[config.mk]
export PLATFORM = sky130hd
export DESIGN_NAME = pipe_stage_skid
export DESIGN_NICKNAME = d
export VERILOG_FILES = /design/src/rtl/pipe_pkg.sv /design/src/rtl/pipe_skid_entry.sv /design/src/rtl/pipe_stage_skid.sv
export SDC_FILE = /design/constraint.sdc
export NUM_CORES = 1
export LEC_CHECK = 0
export BUFFER_PORTS_ARGS = -buffer_cell sky130_fd_sc_hd__buf_2
export CELL_PAD_IN_SITES_DETAIL_PLACEMENT = 1
export CELL_PAD_IN_SITES_GLOBAL_PLACEMENT = 1
export CORE_MARGIN = 5
export CORE_UTILIZATION = 43
export CTS_BUF_LIST = sky130_fd_sc_hd__clkbuf_16
export DETAILED_ROUTE_END_ITERATION = 16
export PLACE_DENSITY = 0.95
export SYNTH_ARGS = -nofsm -noshare
export SYNTH_HDL_FRONTEND = slang
export SYNTH_SLANG_ARGS = --single-unit
[constraint.sdc]
create_clock -name clk -period 3.4 [get_ports clk]
set_clock_uncertainty 0.1 [all_clocks]
set_input_delay 0.85 -clock clk [delete_from_list [all_inputs] [get_ports clk]]
set_output_delay 0.85 -clock clk [all_outputs]
set_load 0.02 [all_outputs]
[src/rtl/pipe_pkg.sv]
`default_nettype none
// ============================================================================
//  Module      : pipe_pkg
//  Description : Shared constants, stage payload type and width helper for
//                the elastic inter-stage pipeline registers.
//  Revision    : 1.0 - initial release
// ============================================================================
package pipe_pkg;

    localparam int DATAPATH_WIDTH = 64;
    localparam int REGFILE_ADDR   = 3;
    localparam int DEFAULT_OPS    = 2;

    // Payload for the default configuration; wider or narrower instances
    // carry the same field order as a flat vector.
    typedef struct packed {
        logic                                  wreg_en;
        logic                                  wmem_en;
        logic [DEFAULT_OPS*DATAPATH_WIDTH-1:0] ops;
        logic [REGFILE_ADDR-1:0]               wreg;
    } stage_payload_t;

    // Flat payload width: two enables, the operand words, the register address.
    function automatic int payload_width(input int num_ops, input int data_w,
                                         input int addr_w);
        return 2 + num_ops * data_w + addr_w;
    endfunction

endpackage
`default_nettype wire

[src/rtl/pipe_skid_entry.sv]
`default_nettype none
// ============================================================================
//  Module      : pipe_skid_entry
//  Description : One payload register with its valid bit. Clear drops the
//                valid bit but keeps the data; clear wins over load.
//  Revision    : 1.0 - initial release
// ============================================================================
module pipe_skid_entry
    import pipe_pkg::*;
#(
    parameter int WIDTH = payload_width(DEFAULT_OPS, DATAPATH_WIDTH, REGFILE_ADDR)
) (
    input  logic             clk,
    input  logic             reset,
    input  logic             load,
    input  logic             clear,
    input  logic [WIDTH-1:0] d,
    output logic [WIDTH-1:0] q,
    output logic             valid
);

    logic [WIDTH-1:0] r_data;
    logic             r_valid;

    // Entry storage: reset zeroes everything, clear only invalidates.
    always_ff @(posedge clk) begin
        if (!reset) begin
            r_data  <= '0;
            r_valid <= 1'b0;
        end else if (clear) begin
            r_valid <= 1'b0;
        end else if (load) begin
            r_data  <= d;
            r_valid <= 1'b1;
        end
    end

    assign q     = r_data;
    assign valid = r_valid;

endmodule
`default_nettype wire

[src/rtl/pipe_stage_skid.sv]
`default_nettype none
// ============================================================================
//  Module      : pipe_stage_skid
//  Description : Elastic pipeline register with a two-entry skid buffer,
//                registered in_ready, flush and saturating stall counter.
//  Revision    : 1.0 - initial release
// ============================================================================
module pipe_stage_skid
    import pipe_pkg::*;
#(
    parameter int DATA_WIDTH      = DATAPATH_WIDTH,
    parameter int NUM_OPS         = DEFAULT_OPS,
    parameter int REG_ADDR_WIDTH  = REGFILE_ADDR,
    parameter int STALL_CNT_WIDTH = 16
) (
    input  logic                          clk,
    input  logic                          reset,
    input  logic                          flush,
    input  logic                          in_valid,
    output logic                          in_ready,
    input  logic                          in_wreg_en,
    input  logic                          in_wmem_en,
    input  logic [NUM_OPS*DATA_WIDTH-1:0] in_ops,
    input  logic [REG_ADDR_WIDTH-1:0]     in_wreg,
    output logic                          out_valid,
    input  logic                          out_ready,
    output logic                          out_wreg_en,
    output logic                          out_wmem_en,
    output logic [NUM_OPS*DATA_WIDTH-1:0] out_ops,
    output logic [REG_ADDR_WIDTH-1:0]     out_wreg,
    output logic [STALL_CNT_WIDTH-1:0]    stall_cnt
);

    localparam int c_OPS_W     = NUM_OPS * DATA_WIDTH;
    localparam int c_PAYLOAD_W = payload_width(NUM_OPS, DATA_WIDTH, REG_ADDR_WIDTH);

    logic [c_PAYLOAD_W-1:0]     w_in_payload;
    logic [c_PAYLOAD_W-1:0]     w_main_d;
    logic [c_PAYLOAD_W-1:0]     w_main_q;
    logic [c_PAYLOAD_W-1:0]     w_skid_q;
    logic                       w_main_valid;
    logic                       w_skid_valid;
    logic                       w_accept;
    logic                       w_xfer;
    logic                       w_load_main;
    logic                       w_clear_main;
    logic                       w_load_skid;
    logic                       w_clear_skid;
    logic                       w_skid_valid_nxt;
    logic                       r_in_ready;
    logic [STALL_CNT_WIDTH-1:0] r_stall_cnt;

    assign w_in_payload = {in_wreg_en, in_wmem_en, in_ops, in_wreg};

    assign w_accept = in_valid & r_in_ready;
    assign w_xfer   = w_main_valid & out_ready;

    // Main refills from skid when skid holds the older entry, otherwise from
    // the input when main is empty or draining this cycle.
    assign w_load_main  = !flush & ((w_skid_valid & w_xfer) |
                          (!w_skid_valid & w_accept & (!w_main_valid | w_xfer)));
    assign w_clear_main = flush | (w_xfer & !w_load_main);
    assign w_main_d     = w_skid_valid ? w_skid_q : w_in_payload;

    // Skid only catches an accept that main cannot take.
    assign w_load_skid  = !flush & w_accept & w_main_valid & !w_xfer;
    assign w_clear_skid = flush | (w_skid_valid & w_xfer);

    assign w_skid_valid_nxt = !flush & (w_load_skid | (w_skid_valid & !w_xfer));

    pipe_skid_entry #(.WIDTH(c_PAYLOAD_W)) u_main (
        .clk   (clk),
        .reset (reset),
        .load  (w_load_main),
        .clear (w_clear_main),
        .d     (w_main_d),
        .q     (w_main_q),
        .valid (w_main_valid)
    );

    pipe_skid_entry #(.WIDTH(c_PAYLOAD_W)) u_skid (
        .clk   (clk),
        .reset (reset),
        .load  (w_load_skid),
        .clear (w_clear_skid),
        .d     (w_in_payload),
        .q     (w_skid_q),
        .valid (w_skid_valid)
    );

    // in_ready mirrors the next skid state so it never depends on out_ready
    // combinationally.
    always_ff @(posedge clk) begin
        if (!reset) begin
            r_in_ready <= 1'b1;
        end else begin
            r_in_ready <= !w_skid_valid_nxt;
        end
    end

    // Saturating count of cycles where the output is held by backpressure.
    always_ff @(posedge clk) begin
        if (!reset) begin
            r_stall_cnt <= '0;
        end else if (w_main_valid && !out_ready && (r_stall_cnt != '1)) begin
            r_stall_cnt <= r_stall_cnt + STALL_CNT_WIDTH'(1);
        end
    end

    assign in_ready    = r_in_ready;
    assign out_valid   = w_main_valid;
    assign out_wreg_en = w_main_q[c_PAYLOAD_W-1] & w_main_valid;
    assign out_wmem_en = w_main_q[c_PAYLOAD_W-2] & w_main_valid;
    assign out_ops     = w_main_q[REG_ADDR_WIDTH +: c_OPS_W];
    assign out_wreg    = w_main_q[REG_ADDR_WIDTH-1:0];
    assign stall_cnt   = r_stall_cnt;

endmodule
`default_nettype wire

**Word-level counts from Yosys, hierarchy flattened**

Cells that the tools add are included.

- $add $sub $neg: 1
- Equal/unequal tests: 1
- Muxes and demuxes: 1
- Bitwise gates (word level): 22
- Reductions and logical operators: 13

Operators with widths:

| kind | number |
|---|---|
| $mux W133 | 1 |
| $add A16 B1 Y16 const B | 1 |
| $ne A16 B16 Y1 const B | 1 |
| $and A1 B1 Y1 | 14 |
| $logic_not A1 Y1 | 7 |
| $or A1 B1 Y1 | 5 |
| $reduce_and A2 Y1 | 2 |
| $reduce_or A2 Y1 | 2 |
| $not A1 Y1 | 3 |
| $logic_and A1 B1 Y1 | 2 |

- Register bits: 285
- Input port bits: 138
- Output and inout port bits: 151

**Longest topological paths before layout**

- Depth in word-level cells: 10
- Gate-level depth with buffers: 8

**By module**

A second synthesis with hierarchy kept.

- Cells, all modules: 1433
- Area total of the unflattened synthesis: 13269.0 um^2

Modules (own cells, without submodules):

| module | instances | cells each | area an instance (um^2) | seq. area each (um^2) |
|---|---|---|---|---|
| pipe_skid_entry | 2 | 581 | 5360.1 | 2682.6 |
| pipe_stage_skid | 1 | 271 | 2548.7 | 340.3 |

**Worst setup path before layout**

No wires, ideal clock.

- Path kind: input -> register
- Start point: input out_ready
- End point: register u_skid.r_data[18] (netlist: u_skid.q[18])
- Library setup time: 0.132 ns
- Arrival: 1.888 ns
- Setup slack: 1.279 ns
- Cell stages on the path: 7
- Buffers on the path: 3
- Cell sequence: nand2b_1 -> or3_1 -> clkbuf_1 -> buf_2 -> buf_2 -> nand2_1 -> a21oi_1

- Word-level cells in the longest chain between the ends: 5
- Elaborated cells on any way between the ends: 7
- Classes of those cells: 5 x bitwise; 2 x reduce/logical

RTL lines:

| item | line | source |
|---|---|---|
| start, declared | pipe_stage_skid.sv:26 | `input logic out_ready,` |
| $and A1 B1 Y1 * | pipe_stage_skid.sv:56 | `assign w_xfer = w_main_valid & out_ready;` |
| $and A1 B1 Y1 | pipe_stage_skid.sv:67 | `assign w_clear_skid = flush \| (w_skid_valid & w_xfer);` |
| $or A1 B1 Y1 | pipe_stage_skid.sv:67 |  |
| $not A1 Y1 (no line) | -- |  |
| $reduce_and A2 Y1 (no line) * | -- |  |
| end signal, assigned | pipe_skid_entry.sv:28 | `r_data <= '0;` |
| end signal, assigned | pipe_skid_entry.sv:33 | `r_data <= d;` |
| end, declared | pipe_skid_entry.sv:22 | `logic [WIDTH-1:0] r_data;` |

Every way passes the cells marked *; elsewhere a longest branch is shown, timed or not.
A chain may end at the register's enable or synchronous reset.

**Worst setup path in the final report**

- Start point: register u_main.r_valid (netlist: u_main.valid)
- End point: output out_wmem_en

- Word-level cells in the longest chain between the ends: 1

RTL lines:

| item | line | source |
|---|---|---|
| start, declared | pipe_skid_entry.sv:23 | `logic r_valid;` |
| start signal, assigned | pipe_skid_entry.sv:29 | `r_valid <= 1'b0;` |
| start signal, assigned | pipe_skid_entry.sv:31 | `r_valid <= 1'b0;` |
| start signal, assigned | pipe_skid_entry.sv:34 | `r_valid <= 1'b1;` |
| $and A1 B1 Y1 | pipe_stage_skid.sv:113 | `assign out_wmem_en = w_main_q[c_PAYLOAD_W-2] & w_main_valid;` |
| end, declared | pipe_stage_skid.sv:28 | `output logic out_wmem_en,` |

Every way passes these cells.

==> flow_summary_export.csv <==
group,metric,value,unit
placement,io_buffers,288,
cells_and_area,area_growth,13.63,%
logic_synthesis,ys_types,34,
logic_synthesis,postSynthCellCount,1418,
power,p_per_area,541.4,mW/mm^2
setup_path,critPathCaptureType,"primary output",
logic_synthesis,yosysTopAreaCell,"dfxtp_1",
setup_path,worstSetupStartpointType,"register",
outcome,status,"finished clean",
floorplan,dieWidth,178.9,um
logic_synthesis,synthTopCellsByCount,"dfxtp_1 (285), nand2_1 (282), buf_4 (144)",
timing,setup_viol,0,
timing,worstMarginPinSlew,1.237,ns
setup_path,crit_type,"reg -> out",
logic_synthesis,synth_top_area_share,46.49,%
floorplan,start_util,43.82,%
timing,min_period_over_period,73.02,%
timing,setup_ws,0.9174,ns
logic_synthesis,synth-seq-cells,285,
global_route,grtUsageTotal,21.67,%
cts,worstSkewPairLatency,0.56,ns
global_route,gr-total-overflow,0,
timing,slew_violations,0,
power,p_leak,5.243,nW
setup_path,critPathMaxFanout,11,
logic_synthesis,synth_area,0.01227,mm^2
logic_synthesis,synth.most_common_cell,"dfxtp_1",
global_route,grt_pass1_vias,10899,
timing,tns,0,ns
global_route,grt_pass1_wl,56610,um
detailed_routing,ant_nets,0,
detailed_routing,wirelength,36730,um
logic_synthesis,yosysSeqAreaShare,46.49,%
cts,cts_tree,"done",
cells_and_area,nNetsFinal,1658,
logic_synthesis,syn_nets,1557,
cts,holdBufCountCts,0,
floorplan,die_area,0.03202,mm^2
cells_and_area,postLayoutCellArea,0.01395,mm^2
logic_synthesis,yosysWarnings,0,
placement,place.gp.congestion,0.8335,
detailed_routing,drt_pass1_iterations,4,
cts,clockRootBuffer,"clkbuf_16",
placement,place_area,0.01297,mm^2
global_route,grt_max_degree,137,
global_route,grt_antenna_before_repair,10,
detailed_routing,drtIter0Drc,450,
cts,postCtsSetupRepairBufs,0,
cts,cts_max_level,1,
detailed_routing,drc,0,
power,ir_worst_vdd,353.3,uV
detailed_routing,routedWlPerCell,19.10,um
timing,fmax,402.8,MHz
timing,slew_headroom,16.85,%
cts,cts_resized,0,
logic_synthesis,ys_async_sr_fraction,0,%
cells_and_area,drive_gt1_share,23.02,%
logic_synthesis,ys.flop_type,"dfxtp_1",
placement,dp_hpwl,23790,um
setup_path,required,2.45,ns
cts,clkTransAtPathRegs,0.06,ns
floorplan,rows,61,
timing,rsz0062_at_grt,"false",
setup_path,critPathArrivalTime,1.53,ns
detailed_routing,vias,10387,
detailed_routing,via_per_inst,5.401,
logic_synthesis,syn_area_per_cell,8.655,um^2
timing,finalHoldViolCount,0,
cts,clock-sinks,285,
placement,dp_slack,0.7466,ns
floorplan,die_h,178.9,um
logic_synthesis,synthTopCellsByArea,"dfxtp_1 (46%), mux2i_1 (11%), buf_4 (8.8%)",
cts,clockBufferDepth,3,
logic_synthesis,synth-edff-count,0,
timing,fin_crit,2.483,ns
run,cap_violations,0,
floorplan,core_area,0.02801,mm^2
floorplan,ios,289,
worst_hold_path,hold_class,"reg -> reg",
cts,cts_buffers,31,
## final timing paths
path,startpoint,endpoint,cells past startpoint,slack (ns)
worst min register to register,u_skid.q[119],u_skid.q[119],2,0.36
worst max register to register,stall_cnt[5],stall_cnt[2],4,0.93
worst min-delay path,u_skid.q[119],u_skid.q[119],2,0.36
worst max-delay path,u_main.valid,out_wmem_en,2,0.92
## placed cells by master, fill, tap and decap left out, types with 4 or more instances in the layout
cell type | netlist | routed
a211oi_1 | 133 | 133
a21oi_1 | 143 | 143
buf_12 | 0 | 8
buf_2 | 40 | 288
buf_4 | 144 | 10
clkbuf_16 | 0 | 32
clkinv_1 | 1 | 9
clkinv_2 | 0 | 6
dfxtp_1 | 285 | 284
inv_1 | 4 | 8
mux2i_1 | 137 | 137
nand2_1 | 282 | 282
nand3_1 | 5 | 5
nand4_1 | 4 | 4
nor2_1 | 135 | 135
o21ai_0 | 7 | 7
o31ai_1 | 6 | 6
or4_1 | 6 | 6
## critical path, stage by stage (launching register included)
cell and delay (ns):
dfxtp_1 0.58, and2_1 0.22, buf_2 0.17
## logic make-up (layout without fill, tap and decap cells)
family	count (synthesis)	after routing	share of synthesized area, %
compound gates	296	296	15.11
fa+ha+maj	1	1	0.1019
buf+inv	243	367	12.24
flops	285	285	46.49
mux	137	137	11.17
other cells	0	3	0
simple gates	456	456	14.88
## layout make-up
cell class,instances,area (um^2)
antenna,3,7.507
clock buffer,32,800.8
clock inverter,24,165.2
fill,3358,14060
inverter,5,26.28
multi-input combinational,890,5087
sequential,285,5709
tap,378,473.0
timing repair buffer,306,1677
## power breakdown
part           leakage, nW  internal (mW)  switching [mW]  total (mW)
Clock                0.494           1.84            1.37        3.22
Sequential            2.32           3.47          0.0777        3.55
Combinational         2.43          0.277           0.512       0.790
## sequential cells by signal, indices dropped and copies added (netlist names)
signal	count
in_ready	1
stall_cnt	16
u_main.q	133
u_main.valid	1
u_skid.q	133
u_skid.valid	1
## stage by stage
stage                     std cells  power, mW  util (%)  hold slack, ns
final                          1923      7.551     49.79          0.3558
after floorplan                1418      4.215         -          0.3360
after global placement         1864      4.353     46.31          0.3402
after CTS                      1920      7.630     49.76          0.3579
after detailed placement       1864      4.398     46.31          0.3489
after global routing           1923      7.859     49.79          0.3687
## routing by layer
| layer | part of all wire [%] | routed length (um) | vias to the layer above | track usage, % |
|---|---|---|---|---|
| met1 | 39 | 14380 | 5045 | 24.27 |
| li1 | - | - | 4931 | - |
| met4 | 4.0 | 1469 | 14 | 8.411 |
| met2 | 50 | 18490 | 288 | 39.35 |
| met3 | 6.2 | 2293 | 109 | 5.399 |
| met5 | 0.26 | 97 | - | 0 |
No activity file was read; power rests on OpenSTA's default activity.
